[src/rtl/fpcvt_pkg.sv]
// Shared widths and result payload for the fpcvt magnitude normalizer.
package fpcvt_pkg;
    localparam int unsigned MAG_W   = 11;
    localparam int unsigned EXP_W   = 3;
    localparam int unsigned SIG_W   = 4;
    localparam int unsigned EXP_MAX = 7;
    localparam int unsigned LZ_W    = 4;

    typedef struct packed {
        logic [EXP_W-1:0] exponent;
        logic [SIG_W-1:0] significand;
        logic             fifth_bit;
    } fp_res_t;
endpackage

[src/rtl/lzc11.sv]
// 11-bit leading-zero counter built as a priority encoder; all-zero input yields 11.
module lzc11
    import fpcvt_pkg::*;
(
    input  logic [MAG_W-1:0] value_i,
    output logic [LZ_W-1:0]  count_c_o
);

    // Scan upward so the highest set bit is the last one to win.
    always_comb begin
        count_c_o = LZ_W'(MAG_W);
        for (int unsigned i = 0; i < MAG_W; i++) begin
            if (value_i[i]) begin
                count_c_o = LZ_W'(MAG_W - 1 - i);
            end
        end
    end

endmodule

[src/rtl/convert.sv]
// Normalizes an unsigned magnitude into exponent / 4-bit significand / first discarded bit.
module convert
    import fpcvt_pkg::*;
(
    input  logic             clk,
    input  logic             rst_n,
    input  logic             in_valid,
    input  logic [MAG_W-1:0] magnitude,
    output logic             out_valid,
    output logic [EXP_W-1:0] exponent,
    output logic [SIG_W-1:0] significand,
    output logic             fifth_bit
);

    logic [LZ_W-1:0]  lz_c;
    logic [EXP_W-1:0] exp_c;
    logic [SIG_W:0]   sel_c;
    fp_res_t          res_c;
    fp_res_t          res_d, res_q;
    logic             valid_d, valid_q;

    lzc11 u_lzc (
        .value_i   (magnitude),
        .count_c_o (lz_c)
    );

    // Clamp: values that fit in the significand keep exponent 0.
    always_comb begin
        exp_c = '0;
        if (lz_c <= LZ_W'(EXP_MAX - 1)) begin
            exp_c = EXP_W'(LZ_W'(EXP_MAX) - lz_c);
        end
    end

    // A zero appended below the LSB makes fifth_bit fall out as 0 when exponent is 0.
    always_comb begin
        sel_c                 = (SIG_W + 1)'({magnitude, 1'b0} >> exp_c);
        res_c.exponent    = exp_c;
        res_c.significand = sel_c[SIG_W:1];
        res_c.fifth_bit   = sel_c[0];
    end

    // Data holds across idle cycles; only valid follows in_valid.
    always_comb begin
        valid_d = in_valid;
        res_d   = res_q;
        if (in_valid) begin
            res_d = res_c;
        end
    end

    always_ff @(posedge clk or negedge rst_n) begin
        if (!rst_n) begin
            valid_q <= 1'b0;
            res_q   <= '0;
        end else begin
            valid_q <= valid_d;
            res_q   <= res_d;
        end
    end

    assign out_valid   = valid_q;
    assign exponent    = res_q.exponent;
    assign significand = res_q.significand;
    assign fifth_bit   = res_q.fifth_bit;

endmodule

[config.mk]
export PLATFORM = sky130hd
export DESIGN_NAME = convert
export DESIGN_NICKNAME = d
export VERILOG_FILES = /design/src/rtl/fpcvt_pkg.sv /design/src/rtl/lzc11.sv /design/src/rtl/convert.sv
export SDC_FILE = /design/constraint.sdc
export NUM_CORES = 1
export LEC_CHECK = 0
export CORE_MARGIN = 4
export CORE_UTILIZATION = 25
export CTS_CLUSTER_DIAMETER = 30
export DETAILED_ROUTE_END_ITERATION = 8
export SYNTH_ARGS = -nofsm -noshare
export SYNTH_HDL_FRONTEND = slang
export SYNTH_SLANG_ARGS = --single-unit
[constraint.sdc]
create_clock -name clk -period 0.95 [get_ports clk]
set_input_delay 0.19 -clock clk [delete_from_list [all_inputs] [get_ports clk]]
set_output_delay 0.19 -clock clk [all_outputs]
set_load 0.1 [all_outputs]
# Word-level counts from Yosys, hierarchy flattened
# Cells that the tools add are included.
# totals
ff_bits	9
inputBits	14
# op_classes
add_sub_neg	1
n_lt_le_gt_ge	1
n_shift	1
muxes	12
# op_table
op	n
4-bit 2-to-1 mux	8
12-bit by 3-bit >> shifter with 5-bit output	1
4-bit by 3-bit <= comparator with 1-bit output, second input constant	1
2-bit 2-to-1 mux	2
3-bit 2-to-1 mux	1
3-bit subtractor, first input constant	1
1-bit 2-to-1 mux	1

# Depth between registers and ports, before layout
# Gate-level depths: netlist of the first run.
# logic_depth
depth_word	14
mapped_depth	7
depth_no_buf	6

# By module
# A second synthesis of the first run with hierarchy kept.
# hier_totals
cells_unflattened	90
area_unflattened_um2	849.6
# by_module_without_submodules
mod	instances	cells_each	area_per_inst_um2	seq_area_each_um2
convert	1	73	739.5	225.2
lzc11	1	17	110.1	0.0

# Worst setup path before layout of the first run
# OpenSTA, ideal clock, no wires.
# synth_timing
path_kind	in2reg
start	input port magnitude[8]
end	register res_q (netlist bit significand[1])
setup_ps	140
t_arrival_ps	1622
t_required_ps	810
slack_ps	-812
cell_stages	7
path_buffers	1
path_cell_list	buf_6 -> nor4_4 -> nor4b_4 -> a311oi_4 -> mux2_4 -> o211ai_1 -> a41oi_1
# synth_between
elab_chain_cells	6
word_cells_on_any_way	7
# synth_lines
item	line_no	text
start: declaration	convert.sv:8	input logic [MAG_W-1:0] magnitude,
4-bit 2-to-1 mux (3 in series)	lzc11.sv:13	if (value_i[i]) begin
4-bit by 3-bit <= comparator with 1-bit output or 3-bit subtractor (tied branches)	convert.sv:30, convert.sv:31	
3-bit 2-to-1 mux	convert.sv:30	if (lz_c <= LZ_W'(EXP_MAX - 1)) begin
12-bit by 3-bit >> shifter with 5-bit output (*)	convert.sv:37	sel_c = (SIG_W + 1)'({magnitude, 1'b0} >> exp_c);
end signal: assignment	convert.sv:58	res_q <= res_d;
end: declaration	convert.sv:19	fp_res_t res_d, res_q;
# Every way passes the cells marked *; elsewhere a longest branch is shown, timed or not.
# A chain may end at the register's enable or synchronous reset.

# Worst setup path after layout of the first run
# layout_timing
start	input port magnitude[7]
end	register res_q (netlist bit significand[0])
# layout_between
elab_chain_cells	7
word_cells_on_any_way	8
# layout_lines
item	line_no
4-bit 2-to-1 mux (4 in series)	lzc11.sv:13
4-bit by 3-bit <= comparator with 1-bit output or 3-bit subtractor (tied branches)	convert.sv:30, convert.sv:31
3-bit 2-to-1 mux	convert.sv:30
12-bit by 3-bit >> shifter with 5-bit output (*)	convert.sv:37
# Marks and branches as above.

==> out/results.tsv, run 1 <==
metric	value	unit
vias per cell	4.576	
final wirelength	2294	um
gr usage total	11.39	%
first-pass GRT wire length	3836	um
worst-case hold slack	0.2586	ns
minimum clock period	1.519	ns
number of top-level pins	23	
DR vias	874	
CP Data Arrival Time	1.65	ns
Post-synth EDFFs	0	
chip width	64.51	um
Layout Cells excl Fill	191	
setup ws final	-0.5691	ns
asr flop ratio synth	100.0	%
Synth Register Bits	9	
Final Wtd Congestion	0.8375	
RSZ-0062 raised after global routing	true	
H-tree Lvls	1	
CP Class	primary input to flop	
initial antenna violation count	0	
Critical Path Sink Type	flop	
hold_buf cts	0	
failing checks	setup timing	
HPWL Detailed	1795	um
initial core utilization	26.15	%
Setup TNS	-3.376	ns
Root Buffer	clkbuf_4	
Final Core Density	50.94	%
CTS Sinks	9	
ANT cells	0	
CP Data Required Time	1.08	ns
CP startpoint kind	primary input	
Cells after Synth	86	
crit share post-route	159.9	%
Area Growth Syn to Fin	94.83	%
Max Clock Skew	0	ns
ys flop type	dfrtp_1	
Remaining DRCs	0	
Final Max Tran Viols	0	
worst rel slew slack	69.82	%
placed cells	177	
row cnt	20	
CTS max path bufs	2	
sequential area share after synthesis	28.21	%
Num CTS Buffers	3	
PortBufs	22	
layout cells sized above 1	59.18	%
Syn Std Cell Area	798.3	um2
Iter 0 DRT Violations	6	
Peak Freq	658.3	MHz
largest net degree at the start of global routing	12	
Final setup violation count	16	
clock-pin slew on the worst setup and hold paths	0.06	ns
Hold Vio Cnt, Final	0	
die area	4161	um2
core area	3053	um2
number of global-route vias before repair	913	
Post-Syn Area per Cell	9.282	um2
DR WL/cell	12.01	um
Congestion Overflow GR	0	
VDD IR max	0.0006038	V
Worst Tran Pin Value	0.4492	ns
Max-Cap Viols	0	
leak pwr	0.0006778	uW
Chip Height	64.51	um
Yosys warnings	0	
run status	finished, violations left	
min-delay worst type	primary input to async pin	
Distinct cells, synth	41	
synthesized net count	100	
drt first pass iters	4	
Clock Latency Late Sink	0.25	ns
Nets	162	
PD cells	1078	nW/um2
ANT nets after route	0	
CTS tree	built	
critical path peak fanout	4	
## report_power, final
| part | total [uW] | switching (uW) | internal, uW |
|---|---|---|---|
| combinational | 929 | 493 | 435 |
| clock | 288 | 126 | 161 |
| sequential | 460 | 35.1 | 425 |
## cells in the mapped netlist, types with 2 or more instances
cell type / count / share of area (%)
o21ai_0: 7 / 4.4
and2b_1: 2 / 1.9
o31ai_1: 2 / 1.9
nand2_1: 7 / 3.3
inv_1: 2 / 0.94
o211ai_1: 2 / 1.9
o22ai_1: 2 / 1.6
dfrtp_1: 9 / 28
nor2_1: 7 / 3.3
nor3_1: 2 / 1.3
o21a_1: 3 / 2.8
and2b_2: 3 / 3.3
o21ai_1: 2 / 1.3
buf_6: 3 / 4.2
a21oi_1: 4 / 2.5
mux2i_1: 4 / 5.0
## cells by family after synthesis
| kind of cell | after synthesis | synth area share, % |
|---|---|---|
| buffers and inverters | 7 | 7.523 |
| muxes | 7 | 9.717 |
| DFF | 9 | 28.21 |
| and+or+nand+nor | 31 | 25.08 |
| AOI/OAI and AO/OA | 32 | 29.47 |
## layout by cell type, fill, tap and decap left out, types with 6 or more instances in the layout
| master | n |
|---|---|
| buf_4 | 35 |
| buf_6 | 6 |
| nor2_1 | 6 |
| dfrtp_2 | 8 |
| o21ai_0 | 7 |
| nand2_1 | 7 |
| buf_12 | 12 |
## per-stage QoR
step / setup slack, ns / power (uW) / instance area (um2)
after floorplan: -0.7043 / 908.0 / 810.8
after global placement: -1.267 / 1293 / 1361
after detailed placement: -1.275 / 1302 / 1361
after CTS: -0.5521 / 1652 / 1485
after global routing: -0.6357 / 1771 / 1555
final: -0.5691 / 1676 / 1555
## per-layer routing
| layer | wire length [um] | track usage, % | part of all wire, % | up-vias |
|---|---|---|---|---|
| met1 | 1019 | 13.97 | 44 | 409 |
| li1 | - | - | - | 446 |
| met5 | 0 | 0 | 0 | - |
| met4 | 18 | 2.111 | 0.78 | 0 |
| met2 | 1184 | 19.33 | 52 | 17 |
| met3 | 71 | 3.986 | 3.1 | 2 |
## sequential cells by signal, summed over array words and instances (netlist names)
signal / count
fifth_bit: 1
out_valid: 1
significand: 4
exponent: 3
## final cells by class
class	instances	area, um2
fill	281	1498
timing repair buffer	62	659.4
multi-input combinational	70	571.8
sequential	9	235.2
tap	44	55.05
clock buffer	4	26.28
inverter	2	7.507
## critical path: stages
cell and delay (ns):
buf_8 0.10, nor2b_4 0.12, o21a_1 0.20, a311oi_4 0.35, buf_4 0.19, mux2i_2 0.24, and3_1 0.18, o22ai_1 0.08
## path summary, 6_finish.rpt
path                       cells past startpoint                  startpoint                          to  slack, ns
max                                            8                magnitude[7]  significand[0]$_DFFE_PN0P_      -0.57
min                                            2                       rst_n  significand[1]$_DFFE_PN0P_       0.26
max reg2reg                                    4  significand[0]$_DFFE_PN0P_  significand[0]$_DFFE_PN0P_      -0.20
min reg2reg                                    1     exponent[2]$_DFFE_PN0P_     exponent[2]$_DFFE_PN0P_       0.54
max in group asynchronous                      2                       rst_n  significand[0]$_DFFE_PN0P_       0.58
min in group clk                               4                    in_valid       fifth_bit$_DFFE_PN0P_       0.35
## what timing repair did
action	in CTS	in global routing
gates resized for setup	50	8
buffers inserted	7	5
endpoints found under the hold margin	0	0
endpoints found under the setup margin	17	16
pin swaps	15	6
Note: power is estimated with default switching activity, not from simulation.
==> run 2: changes to the inputs <==
--- a/config.mk
+++ b/config.mk
@@ -6,9 +6,10 @@
 export NUM_CORES = 1
 export LEC_CHECK = 0
 export CORE_MARGIN = 4
-export CORE_UTILIZATION = 25
+export CORE_UTILIZATION = 46
 export CTS_CLUSTER_DIAMETER = 30
 export DETAILED_ROUTE_END_ITERATION = 8
+export PLACE_DENSITY = 0.78
 export SYNTH_ARGS = -nofsm -noshare
 export SYNTH_HDL_FRONTEND = slang
 export SYNTH_SLANG_ARGS = --single-unit
==> run 2 against run 1 <==
Compared with the run above: clock power grew 11%; sequential power hardly changed; critical path depth unchanged; first-iteration DRC count rose to 12 times the previous value; critical path type unchanged; die area decreased by 41%; the flow still finishes with violations (setup timing); clock skew unchanged.
==> out/results.tsv, run 2 (synthesis gave the netlist of run 1 again) <==
metric	value	unit
largest net degree at the start of global routing	11	
layout cells sized above 1	63.09	%
gr usage total	28.11	%
PortBufs	22	
Largest register FFs	4	
internal power	1022	uW
final instance area	1505	um2
Final Max Tran Viols	0	
Comb power frac	55.6	%
Clock Latency Late Sink	0.28	ns
worst rel slew slack	69.93	%
Final Wtd Congestion	0.8574	
Area Growth Syn to Fin	88.56	%
start of the worst register-to-register path	significand[0]$_DFFE_PN0P_	
chip width	49.66	um
worst-case hold slack	0.2041	ns
core area	1577	um2
Chip Height	49.66	um
Critical Path Sink Type	flop	
min-delay worst type	primary input to async pin	
CTS Sinks	9	
ANT nets after route	0	
row cnt	14	
reg-to-reg endpoint	significand[0]$_DFFE_PN0P_	
ANT cells	0	
setup ws final	-0.6392	ns
placed cells	151	
die area	2466	um2
most common cell after layout, fill and taps aside	buf_4	
vias per cell	6.479	
Seq pwr share	26.3	%
commonest non-fill, non-tap cells in the layout	buf_4, buf_12, dfrtp_2	
Congestion Overflow GR	0	
Iter 0 DRT Violations	69	
drt first pass iters	5	
H-tree Lvls	1	
area of the multi-input gates	571.8	um2
DR vias	1069	
Layout Cells excl Fill	165	
critical path peak fanout	4	
fill cell count	41	
number of top-level pins	23	
leak pwr	0.0006709	uW
CP startpoint kind	primary input	
CP Data Arrival Time	1.74	ns
cells on worst reg2reg path	4	
RSZ-0062 raised after global routing	true	
first-pass GRT wire length	5188	um
initial core utilization	50.63	%
DR WL/cell	22.96	um
failing checks	setup timing	
clock-pin slew on the worst setup and hold paths	0.07	ns
Hold Vio Cnt, Final	0	
crit share post-route	167.3	%
Sw Ratio	41.93	%
hold_buf cts	0	
number of global-route vias before repair	1053	
DP Area	1329	um2
CTS tree	built	
pre-CTS WS	-1.300	ns
minimum clock period	1.589	ns
CP Class	primary input to flop	
final wirelength	3788	um
PD cells	1170	nW/um2
initial antenna violation count	0	
Root Buffer	clkbuf_4	
CTS max path bufs	2	
Final setup violation count	16	
Num CTS Buffers	3	
Max-Cap Viols	0	
VDD IR max	0.001011	V
Nets	164	
Switch Pwr	738.3	uW
Remaining DRCs	0	
run status	finished, violations left	
CP Data Required Time	1.10	ns
Max Clock Skew	0	ns
flop2flop setup slack	-0.24	ns
register area	235.2	um2
Worst Tran Pin Value	0.4476	ns
Peak Freq	629.2	MHz
HPWL Detailed	1974	um
clock power share	18.1	%
==> run 2: power by group through the flow <==
| stage | logic [uW] | registers, uW | clock network (uW) |
|---|---|---|---|
| 2_1_floorplan | 197 | 711 | 0 |
| 3_3_place_gp | 823 | 464 | 0 |
| 5_1_grt | 1010 | 465 | 341 |
| 6_report | 979 | 463 | 319 |
| 4_1_cts | 888 | 460 | 306 |
| 3_5_place_dp | 840 | 467 | 0 |
==> run 2: final cells by class <==
class                           count  area share (%)
Timing Repair Buffer               64           42.81
Multi-Input combinational cell     70           37.99
Sequential cell                     9           15.63
Clock buffer                        4           1.746
Tap cell                           16           1.330
Inverter                            2          0.4988
==> run 2: stage by stage <==
stage / setup TNS (ns) / utilization [%] / total power [uW]
2_1_floorplan: -3.350 / - / 908.0
3_3_place_gp: -8.075 / 84.29 / 1287
3_5_place_dp: -8.405 / 84.29 / 1307
4_1_cts: -3.813 / 91.90 / 1655
5_1_grt: -4.873 / 95.48 / 1812
6_report: -4.322 / 95.48 / 1761
==> run 2: worst max path at each step <==
stage | end | start | cells past startpoint
finish | significand[0]$_DFFE_PN0P_ | magnitude[0] | 8
global route | significand[1]$_DFFE_PN0P_ | magnitude[0] | 7
CTS | significand[0]$_DFFE_PN0P_ | magnitude[7] | 8
detailed placement | significand[1]$_DFFE_PN0P_ | magnitude[7] | 7
global placement | significand[1]$_DFFE_PN0P_ | magnitude[7] | 7
floorplan | significand[1]$_DFFE_PN0P_ | magnitude[7] | 6
==> run 2: worst max-delay path, cell delays in order <==
cell and delay, ns:
dlygate4sd2_1 0.23, and2b_1 0.16, o21ai_2 0.08, a311oi_4 0.38, buf_4 0.20, mux2i_2 0.24, and3_1 0.19, o22ai_1 0.07
==> run 2: per-layer routing <==
layer  GRT usage [%]  up-vias  routed length (um)
met1           30.30      509                1396
met3           8.434       26                 347
li1                -      449                   -
met2           46.26       85                1777
met4           20.28        0                 267
met5               0        -                   0
==> run 2: timing repair <==
item                       in CTS  in global routing
gates resized for setup        49                 14
setup buffers                   8                  3
setup endpoints to repair      17                 17
pin swaps                      13                  9
